## src/rtl/riscv_issue_decoder_pkg.sv

```systemverilog
// Shared definitions for the issue-stage decoder: class bit positions, opcodes and
// the per-lane decode record passed from riscv_lane_decode to the grouping logic.
package riscv_issue_decoder_pkg;

  localparam int ISSUE_CLS_W      = 7;
  localparam int ISSUE_CLS_RD     = 0;
  localparam int ISSUE_CLS_ALU    = 1;
  localparam int ISSUE_CLS_LSU    = 2;
  localparam int ISSUE_CLS_BRANCH = 3;
  localparam int ISSUE_CLS_MUL    = 4;
  localparam int ISSUE_CLS_DIV    = 5;
  localparam int ISSUE_CLS_CSR    = 6;

  typedef enum logic [6:0] {
    OPC_LUI     = 7'b0110111,
    OPC_AUIPC   = 7'b0010111,
    OPC_JAL     = 7'b1101111,
    OPC_JALR    = 7'b1100111,
    OPC_BRANCH  = 7'b1100011,
    OPC_LOAD    = 7'b0000011,
    OPC_STORE   = 7'b0100011,
    OPC_OPIMM   = 7'b0010011,
    OPC_OP      = 7'b0110011,
    OPC_MISCMEM = 7'b0001111,
    OPC_SYSTEM  = 7'b1110011
  } opcode_e;

  // cls[ISSUE_CLS_RD] means "writes a register other than x0"
  typedef struct packed {
    logic [ISSUE_CLS_W-1:0] cls;
    logic [4:0]             rd;
    logic [4:0]             rs1;
    logic [4:0]             rs2;
    logic                   use_rs1;
    logic                   use_rs2;
    logic                   illegal;
  } lane_dec_t;

  function automatic logic [31:0] lane_pc(input logic [31:0] base, input int k);
    return base + 32'(4 * k);
  endfunction

endpackage

```

## src/rtl/riscv_issue_decoder_lane_decode.sv

```systemverilog
// Combinational classifier for one instruction lane: unit class, register fields,
// which sources are actually read, and whether the encoding is unrecognised.
module riscv_lane_decode
  import riscv_issue_decoder_pkg::*;
#(
  parameter bit SUPPORT_MULDIV = 1'b1
) (
  input  logic [31:0] inst_i,
  output lane_dec_t   dec_o
);

  logic [2:0]             funct3;
  logic [6:0]             funct7;
  logic [ISSUE_CLS_W-1:0] cls;
  logic                   wr_rd;
  logic                   use1;
  logic                   use2;
  logic                   legal;

  assign funct3 = inst_i[14:12];
  assign funct7 = inst_i[31:25];

  always_comb begin
    cls   = '0;
    wr_rd = 1'b0;
    use1  = 1'b0;
    use2  = 1'b0;
    legal = 1'b1;
    case (inst_i[6:0])
      OPC_LUI, OPC_AUIPC: begin cls[ISSUE_CLS_ALU] = 1'b1; wr_rd = 1'b1; end
      OPC_JAL:            begin cls[ISSUE_CLS_BRANCH] = 1'b1; wr_rd = 1'b1; end
      OPC_JALR: begin
        legal = (funct3 == 3'b000);
        cls[ISSUE_CLS_BRANCH] = 1'b1; wr_rd = 1'b1; use1 = 1'b1;
      end
      OPC_BRANCH: begin
        legal = (funct3 != 3'b010) && (funct3 != 3'b011);
        cls[ISSUE_CLS_BRANCH] = 1'b1; use1 = 1'b1; use2 = 1'b1;
      end
      OPC_LOAD: begin
        legal = funct3 inside {3'b000, 3'b001, 3'b010, 3'b100, 3'b101};
        cls[ISSUE_CLS_LSU] = 1'b1; wr_rd = 1'b1; use1 = 1'b1;
      end
      OPC_STORE: begin
        legal = funct3 inside {3'b000, 3'b001, 3'b010};
        cls[ISSUE_CLS_LSU] = 1'b1; use1 = 1'b1; use2 = 1'b1;
      end
      OPC_OPIMM: begin
        if (funct3 == 3'b001) legal = (funct7 == 7'b0000000);
        if (funct3 == 3'b101) legal = (funct7 == 7'b0000000) || (funct7 == 7'b0100000);
        cls[ISSUE_CLS_ALU] = 1'b1; wr_rd = 1'b1; use1 = 1'b1;
      end
      OPC_OP: begin
        if (funct7 == 7'b0000001) begin
          // M-extension ops stay legal but are NOPs when the unit is absent
          if (SUPPORT_MULDIV) begin
            cls[funct3[2] ? ISSUE_CLS_DIV : ISSUE_CLS_MUL] = 1'b1;
            wr_rd = 1'b1; use1 = 1'b1; use2 = 1'b1;
          end
        end else begin
          legal = (funct7 == 7'b0000000) ||
                  ((funct7 == 7'b0100000) && (funct3 inside {3'b000, 3'b101}));
          cls[ISSUE_CLS_ALU] = 1'b1; wr_rd = 1'b1; use1 = 1'b1; use2 = 1'b1;
        end
      end
      OPC_MISCMEM: legal = funct3 inside {3'b000, 3'b001};
      OPC_SYSTEM: begin
        cls[ISSUE_CLS_CSR] = 1'b1;
        if (funct3 == 3'b000) begin
          legal = inst_i inside {32'h00000073, 32'h00100073, 32'h30200073, 32'h10500073};
        end else begin
          legal = (funct3 != 3'b100);
          wr_rd = 1'b1;
          use1  = !funct3[2];
        end
      end
      default: legal = 1'b0;
    endcase
    if (!legal) begin
      cls   = '0;
      wr_rd = 1'b0;
      use1  = 1'b0;
      use2  = 1'b0;
    end
    cls[ISSUE_CLS_RD] = wr_rd && (inst_i[11:7] != 5'd0);
  end

  always_comb begin
    dec_o         = '0;
    dec_o.cls     = cls;
    dec_o.rd      = inst_i[11:7];
    dec_o.rs1     = inst_i[19:15];
    dec_o.rs2     = inst_i[24:20];
    dec_o.use_rs1 = use1;
    dec_o.use_rs2 = use2;
    dec_o.illegal = !legal;
  end

endmodule

```

## src/rtl/riscv_issue_decoder.sv

```systemverilog
// Issue-stage decoder: buffers one fetch bundle and releases it as hazard-free issue groups.
// Optional feature macro RISCV_ILLEGAL_TRAP_EN: unknown encodings flagged illegal and issued alone.
//  state    | meaning
//  ST_EMPTY | no lanes remaining, buffer free for a new bundle
//  ST_HOLD  | remaining lanes held, current group presented on issue_*
module riscv_issue_decoder
  import riscv_issue_decoder_pkg::*;
#(
  parameter int ISSUE_WIDTH    = 2,
  parameter bit SUPPORT_MULDIV = 1'b1
) (
  input  logic                               clk_i,
  input  logic                               rst_i,
  input  logic                               flush_i,
  input  logic                               fetch_valid_i,
  output logic                               fetch_ready_o,
  input  logic [32*ISSUE_WIDTH-1:0]          fetch_inst_i,
  input  logic [31:0]                        fetch_pc_i,
  input  logic [ISSUE_WIDTH-1:0]             fetch_mask_i,
  output logic                               issue_valid_o,
  input  logic                               issue_ready_i,
  output logic [ISSUE_WIDTH-1:0]             issue_mask_o,
  output logic [32*ISSUE_WIDTH-1:0]          issue_inst_o,
  output logic [32*ISSUE_WIDTH-1:0]          issue_pc_o,
  output logic [ISSUE_CLS_W*ISSUE_WIDTH-1:0] issue_class_o,
  output logic [ISSUE_WIDTH-1:0]             issue_illegal_o
);

  localparam int W = ISSUE_WIDTH;
`ifdef RISCV_ILLEGAL_TRAP_EN
  localparam bit TrapEn = 1'b1;
`else
  localparam bit TrapEn = 1'b0;
`endif

  typedef enum logic {ST_EMPTY, ST_HOLD} state_e;

  state_e                   state_q, state_d;
  logic [32*W-1:0]          inst_q, inst_d;
  logic [32*W-1:0]          pc_q, pc_d;
  logic [W-1:0]             rem_q, rem_d, rem_after;
  logic [W-1:0]             grp_q, grp_d;
  logic [ISSUE_CLS_W*W-1:0] cls_q, cls_d;
  logic [W-1:0]             ill_q, ill_d;
  logic                     fire, accept;
  lane_dec_t                dec [W];

  for (genvar k = 0; k < W; k++) begin : g_lane
    riscv_lane_decode #(.SUPPORT_MULDIV(SUPPORT_MULDIV)) u_dec (
      .inst_i(inst_d[32*k +: 32]),
      .dec_o (dec[k])
    );
  end

  assign fire      = (state_q == ST_HOLD) && issue_ready_i;
  assign rem_after = fire ? (rem_q & ~grp_q) : rem_q;
  assign accept    = fetch_valid_i && fetch_ready_o;

  always_ff @(posedge clk_i) begin
    if (rst_i) begin
      state_q <= ST_EMPTY;
      inst_q  <= '0;
      pc_q    <= '0;
      rem_q   <= '0;
      grp_q   <= '0;
      cls_q   <= '0;
      ill_q   <= '0;
    end else begin
      state_q <= state_d;
      inst_q  <= inst_d;
      pc_q    <= pc_d;
      rem_q   <= rem_d;
      grp_q   <= grp_d;
      cls_q   <= cls_d;
      ill_q   <= ill_d;
    end
  end

  always_comb begin
    inst_d = inst_q;
    pc_d   = pc_q;
    rem_d  = rem_after;
    if (accept) begin
      inst_d = fetch_inst_i;
      rem_d  = fetch_mask_i;
      for (int k = 0; k < W; k++) pc_d[32*k +: 32] = lane_pc(fetch_pc_i, k);
    end
    if (flush_i) rem_d = '0;
    state_d = (rem_d == '0) ? ST_EMPTY : ST_HOLD;
  end

  // Next group is formed from the post-edge remaining mask so a fire never leaves a bubble
  always_comb begin
    logic [31:0] rd_busy;
    logic        stop, first, have_lsu, have_md, have_br, trap, conflict;
    grp_d    = '0;
    cls_d    = '0;
    ill_d    = '0;
    rd_busy  = '0;
    stop     = 1'b0;
    first    = 1'b1;
    have_lsu = 1'b0;
    have_md  = 1'b0;
    have_br  = 1'b0;
    for (int k = 0; k < W; k++) begin
      trap = TrapEn && dec[k].illegal;
      cls_d[ISSUE_CLS_W*k +: ISSUE_CLS_W] = dec[k].cls;
      ill_d[k] = trap;
      conflict = (dec[k].use_rs1 && rd_busy[dec[k].rs1]) ||
                 (dec[k].use_rs2 && rd_busy[dec[k].rs2]) ||
                 (dec[k].cls[ISSUE_CLS_RD] && rd_busy[dec[k].rd]) ||
                 (dec[k].cls[ISSUE_CLS_LSU] && have_lsu) ||
                 ((dec[k].cls[ISSUE_CLS_MUL] || dec[k].cls[ISSUE_CLS_DIV]) && have_md) ||
                 dec[k].cls[ISSUE_CLS_CSR] || trap || have_br;
      if (rem_d[k] && !stop) begin
        if (!first && conflict) begin
          stop = 1'b1;
        end else begin
          grp_d[k] = 1'b1;
          if (dec[k].cls[ISSUE_CLS_RD]) rd_busy[dec[k].rd] = 1'b1;
          have_lsu = have_lsu || dec[k].cls[ISSUE_CLS_LSU];
          have_md  = have_md || dec[k].cls[ISSUE_CLS_MUL] || dec[k].cls[ISSUE_CLS_DIV];
          have_br  = have_br || dec[k].cls[ISSUE_CLS_BRANCH];
          if (first && (dec[k].cls[ISSUE_CLS_CSR] || trap)) stop = 1'b1;
          first = 1'b0;
        end
      end
    end
  end

  always_comb begin
    fetch_ready_o   = !rst_i && !flush_i &&
                      ((state_q == ST_EMPTY) || (fire && (rem_after == '0)));
    issue_valid_o   = (state_q == ST_HOLD);
    issue_mask_o    = grp_q;
    issue_inst_o    = inst_q;
    issue_pc_o      = pc_q;
    issue_class_o   = cls_q;
    issue_illegal_o = ill_q;
  end

endmodule

```

## config.mk

```make
export PLATFORM = sky130hd
export DESIGN_NAME = riscv_issue_decoder
export DESIGN_NICKNAME = d
export VERILOG_FILES = /design/src/rtl/riscv_issue_decoder_pkg.sv /design/src/rtl/riscv_issue_decoder_lane_decode.sv /design/src/rtl/riscv_issue_decoder.sv
export SDC_FILE = /design/constraint.sdc
export NUM_CORES = 1
export LEC_CHECK = 0
export ABC_AREA = 1
export BUFFER_PORTS_ARGS = -buffer_cell sky130_fd_sc_hd__buf_2
export CAP_MARGIN = 5
export CORE_MARGIN = 3
export CORE_UTILIZATION = 40
export DETAILED_ROUTE_END_ITERATION = 6
export GPL_TIMING_DRIVEN = 0
export PLACE_DENSITY = 0.64
export SYNTH_ARGS = -nofsm -noshare
export SYNTH_HDL_FRONTEND = slang
export SYNTH_SLANG_ARGS = --single-unit
```

## constraint.sdc

```tcl
create_clock -name clk_i -period 3.35 [get_ports clk_i]
set_input_delay 0.67 -clock clk_i [delete_from_list [all_inputs] [get_ports clk_i]]
set_output_delay 0.67 -clock clk_i [all_outputs]
set_load 0.01 [all_outputs]
```

Yosys cells after proc, flatten, opt, wreduce, memory -nomap -nowiden. Index checks and enable logic that the tools add are counted. W data, S select, Z words.

Output and inout port bits: 148. Input port bits: 103. Word-level logic and storage cells: 213. Register bits after elaboration: 147.

Reductions and logical operators: 71. Magnitude comparators: 9. Equal/unequal tests: 48. Mux-type cells: 69. $add $sub $neg: 1. Bitwise operators: 6.

Operators with widths (count): $eq A32 B21 Y1 const B (2); $eq A32 B29 Y1 const B (2); $eq A32 B30 Y1 const B (2); $eq A32 B7 Y1 const B (2); $ge A32 B1 Y1 const B (2); $lt A32 B5 Y1 const B (2); $mux W32 (2); $mux W64 (1); $eq A7 B6 Y1 const B (8); $eq A7 B7 Y1 const B (8); $mux W1 (38); $add A32 B3 Y32 const B (1); $eq A7 B5 Y1 const B (4); $lt A5 B6 Y1 const B (4); $pmux W1 S2 (11); $logic_and A1 B1 Y1 (21); $reduce_or A3 Y1 (7); $reduce_bool A5 Y1 (4); $pmux W1 S9 (2); $bmux W1 S5 (3); $eq A7 B1 Y1 const B (2); $eq A7 B2 Y1 const B (2); $eq A7 B4 Y1 const B (2); $logic_not A7 Y1 (2); 24 further kinds (70).

Depth between registers and ports, before layout.
Word-level depth: 30. Gate-level depth with buffers: 33. Mapped depth without buffers: 31.

Modules after synthesis. Synthesis repeated with hierarchy kept, for this count alone.

Cell total of the unflattened synthesis: 1545. Area total of the unflattened synthesis: 9560.4 µm².

Modules (own cells, without submodules): riscv_issue_decoder (area each 7860.0 µm², seq. area each 2882.8 µm², cells each 1186, instances 1); riscv_lane_decode at g_lane[1].u_dec (area each 855.8 µm², seq. area each 0.0 µm², cells each 178, instances 1); riscv_lane_decode at g_lane[0].u_dec (area each 844.6 µm², seq. area each 0.0 µm², cells each 181, instances 1).

Worst setup path before layout. Ideal clock, no wire load.

Path type: input-to-reg. From: input issue_ready_i. To: register grp_q[1], in the netlist issue_mask_o[1]. Library setup time: 0.112 ns. Data required time: 3.238 ns. Setup slack: 0.186 ns. Stages on the path: 23. Path buffers: 2. Arrival: 3.052 ns. Cell sequence: nand3_1 nand2_1 nand2_2 nand2_4 nand3_4 inv_2 buf_6 clkbuf_1 or2_2 o21ai_4 inv_2 nor4_1 nand3_1 nor4_1 o21ai_1 nand3b_1 o21ai_1 a21oi_1 nand2_1 nand2_1 nor2_1 nor2_1 nor2_1.

Cells in the longest elaborated chain, start to end: 29. Elaborated cells on any way between the ends: 175. Classes of those cells: order compare: 6; eq/ne: 48; mux: 58; bitwise: 1; reduce/logical: 62.

Ends and longest elaborated chain: from (decl) (line riscv_issue_decoder.sv:21) `input logic issue_ready_i,`; $logic_and A1 B1 Y1 (*) (line riscv_issue_decoder.sv:55) `assign fire = (state_q == ST_HOLD) && issue_ready_i;`; parallel branches: the longest is 28 deep, another holds $mux W64; to (signal assigned) (line riscv_issue_decoder.sv:73) `grp_q <= grp_d;`; to (decl) (line riscv_issue_decoder.sv:42) `logic [W-1:0] grp_q, grp_d;`.

Mark *: on every way between the ends. The select of a mux whose other input is x is not followed. A chain may end at the register's enable or synchronous reset.

Worst setup path after layout. Ends and elaborated chain as after synthesis.

==> metrics.yaml <==
outcome:
  status: "finished, violations left"
  violations: "setup timing"
worst_setup_path:
  r2r_setup_slack_ns: -0.05
  path_max_fanout: 7
  path_cells: "buf_4, nand3_2, nand2_2, nand2_2, nand2_4, nand3_4, buf_8, buf_12, buf_12, buf_12, o21a_4, nor4_4, nand3_2, nor4_4, o21ai_1, nand3b_1, nand2_1, a21oi_2, nand2_1, nand2_1, nor2_1, nor2_1, nor2_1"
  crit_path_end: "issue_mask_o[1]$_SDFF_PP0_"
  cpPeakStageDelay_ns: 0.33
  reg2reg_to: "issue_mask_o[1]$_SDFF_PP0_"
  startpoint: "issue_ready_i"
  start_kind: "input port"
  reg2reg_from: "issue_mask_o[1]$_SDFF_PP0_"
  crit_required_ns: 3.67
  criticalPathCategory: "input port to flop"
  worstPathArrival_ns: 3.73
  endpoint_kind: "flop"
  reg2reg_depth: 22
  slowest_stage: "nor4_4"
sta:
  fin_ws_ns: -0.0658
  rsz0062_at_grt: "true"
  tns_ns: -0.0658
  tightest_slew_ns: 0.887
  setup_violations: 1
  hold_violations: 0
  min_period_ns: 3.42
  hold_slack_ns: 0.461
  fin_skew_ns: 0.0150
  clock.fmax_mhz: 293
  max_slew_margin: 0.401
  slew_viol_final: 0
  post-route-period-util: 1.02
cts:
  cts_num_sinks: 144
  clockBufferDepth: 2
  clockRootBuffer: "clkbuf_16"
  ctsHtreeMaxLevel: 4
  clk_pin_slew_worst_paths_ns: 0.06
  clkLatencyLatePin_ns: 0.43
  cts_tree: "done"
  cts_buffers: 17
drt:
  wl_met3_microns: 2640
  top_layer: "met5"
  wl_microns: 32700
  dr_wl_met2_microns: 16200
  routed-via-count: 9956
  drcViolationCount: 0
  wire_per_inst_microns: 17.3
  drt_first_iter_violations: 763
  ant_nets: 0
  firstDrtPassIters: 6
  met1Wirelength_microns: 13000
  vias_per_cell: 5.26
power:
  vdd_drop_max_uv: 341
  p_per_area_nw_per_um2: 404
  power.leakage_nw: 5.60
  swShare: 0.317
  totalPowerFinal_mw: 4.63
  power_frac_comb: 0.196
  pwr-share-seq: 0.391
  switchingPower_mw: 1.47
  p_int_mw: 3.16
  clock_power_share: 0.413
synth:
  yosys.area_share.xor_xnor: 0.0159
  async_flop_share: 0
  synth-compound-area-share: 0.111
  syn_area_sq_um: 8280
  ys_seq_area_frac: 0.348
  yosys-mux-area-fraction: 0.00529
  synth_top_family_by_area: "simple AND/OR/NAND/NOR gates"
  ys_ff_latch: 144
  yosys.area_share.simple: 0.411
  ys.flop_type: "dfxtp_1"
  postSynthAreaPerCell_sq_um: 6.41
  synth_fa_ha_area_frac: 0.00151
  synth_edf_count: 0
  synth_cell_type_count: 46
  yosysWarningCount: 0
  netlist_instances: 1292
floorplanning:
  dieArea_sq_um: 22500
  die-width_microns: 150
  io_pins: 251
  start_util: 0.408
  coreArea_sq_um: 20300
  die_h_microns: 150
  rows: 52
grt:
  grt_first_pass_wirelength_microns: 49100
  grt_max_degree: 17
  grt_usage: 0.278
  grt_pass1_vias: 9199
  grt-ovfl-total: 0
  antenna_found_initial: 4
finish:
  fin_cells: 1891
  num-fill-cells: 2038
  fin_area_sq_um: 11500
  syn_to_final_growth_pct: 38.4
  nets: 1709
  drive_above_1_share: 0.321
  utilization: 0.565
place:
  detailed_place_hpwl_microns: 24300
  placed_area_sq_um: 9870
  placed_cells: 1811
  dp_slack_ns: -0.907
  port-buffer-count: 248
  gpl.final_weighted_congestion: 0.938
run:
  max_cap_viol_count: 0
hold_path:
  hold_path_class: "flop to flop"
per-layer routing:
metal / vias to the layer above / global-route usage
li1: 4861 / -
met1: 4605 / 0.344
met2: 417 / 0.480
met3: 71 / 0.0584
met4: 2 / 0.0906
met5: - / 0
registers in the layout (all words and copies together), names as in the netlist:
name and cells:
issue_class_o 14, issue_inst_o 64, issue_mask_o 1, rem_q 2
issue_valid_o 1, issue_pc_o 62
worst max-delay path: cells and delay by family:
family	cells	cell delay, ns
AO/OA/AOI/OAI	3	0.45
buffers and inverters	5	0.73
AND/OR/NAND/NOR	15	1.89
worst min-delay path by stage:
stage	startpoint	endpoint	cells after the start	slack [ns]
finish	issue_pc_o[38]$_SDFFE_PP0N_	issue_pc_o[38]$_SDFFE_PP0N_	2	0.46
global route	fetch_pc_i[1]	issue_pc_o[33]$_SDFFE_PP0N_	3	0.48
CTS	issue_pc_o[38]$_SDFFE_PP0N_	issue_pc_o[38]$_SDFFE_PP0N_	2	0.46
detailed placement	issue_pc_o[37]$_SDFFE_PP0N_	issue_pc_o[37]$_SDFFE_PP0N_	2	0.45
global placement	issue_pc_o[4]$_SDFFE_PP0N_	issue_pc_o[4]$_SDFFE_PP0N_	2	0.45
floorplan	issue_pc_o[10]$_SDFFE_PP0N_	issue_pc_o[10]$_SDFFE_PP0N_	2	0.49
cell usage in the layout, fill, tap and decap left out, types with 19 or more instances in the layout:
cell / instances
nand2_1: 293
buf_2: 253
nor2_1: 155
dfxtp_1: 142
inv_1: 111
nand3_1: 108
nand4_1: 75
a21oi_1: 60
buf_4: 50
o21ai_0: 36
clkbuf_1: 33
nand2_2: 31
nor2_2: 25
or2_2: 19
clkbuf_16: 19
repair_timing:
| item | 4_1_cts | 5_1_grt |
|---|---|---|
| gates resized for setup | 68 | 109 |
| hold buffers | 0 | 0 |
| gates cloned | 2 | 2 |
| hold endpoints to repair | 0 | 0 |
| pin swaps | 19 | 52 |
| setup buffers | 23 | 19 |
| endpoints found under the setup margin | 17 | 7 |
synthesized netlist by cell type (all sizes together), types with 13 or more instances:
cell type  number  area, sq um
a21oi          65          329
a31oi          13         81.3
buf            34          263
clkbuf         35          131
dfxtp         144         2880
inv           128          480
nand2         335         1290
nand3         119          613
nand4          75          469
nor2          190          746
nor3           18          111
o21ai          61          324
or2            19          119
power groups by stage:
stage               clock network [mW]  registers (mW)  logic (mW)
global placement                     0            1.85       0.760
detailed placement                   0            1.85       0.762
finish                            1.91            1.81       0.908
CTS                               1.93            1.81       0.820
global route                      2.01            1.82       0.995
floorplan                            0            1.88       0.429
area by class of cell:
class	instances	area, sq um	area share
clock buffer	18	429	0.0374
antenna	3	7.51	0.000655
clock inverter	14	148	0.0129
buffer	68	473	0.0413
tap	270	338	0.0295
sequential	144	2890	0.252
timing repair buffer	293	1670	0.146
multi-input combinational	950	5000	0.437
inverter	131	505	0.0441
logic make-up after synthesis:
logic type	Yosys count
compound gates	163
flops	144
simple gates	764
other cells	1
mux	4
fa+ha+maj	1
xor+xnor	15
buf+inv	200
(Power assumes the default switching activity.)
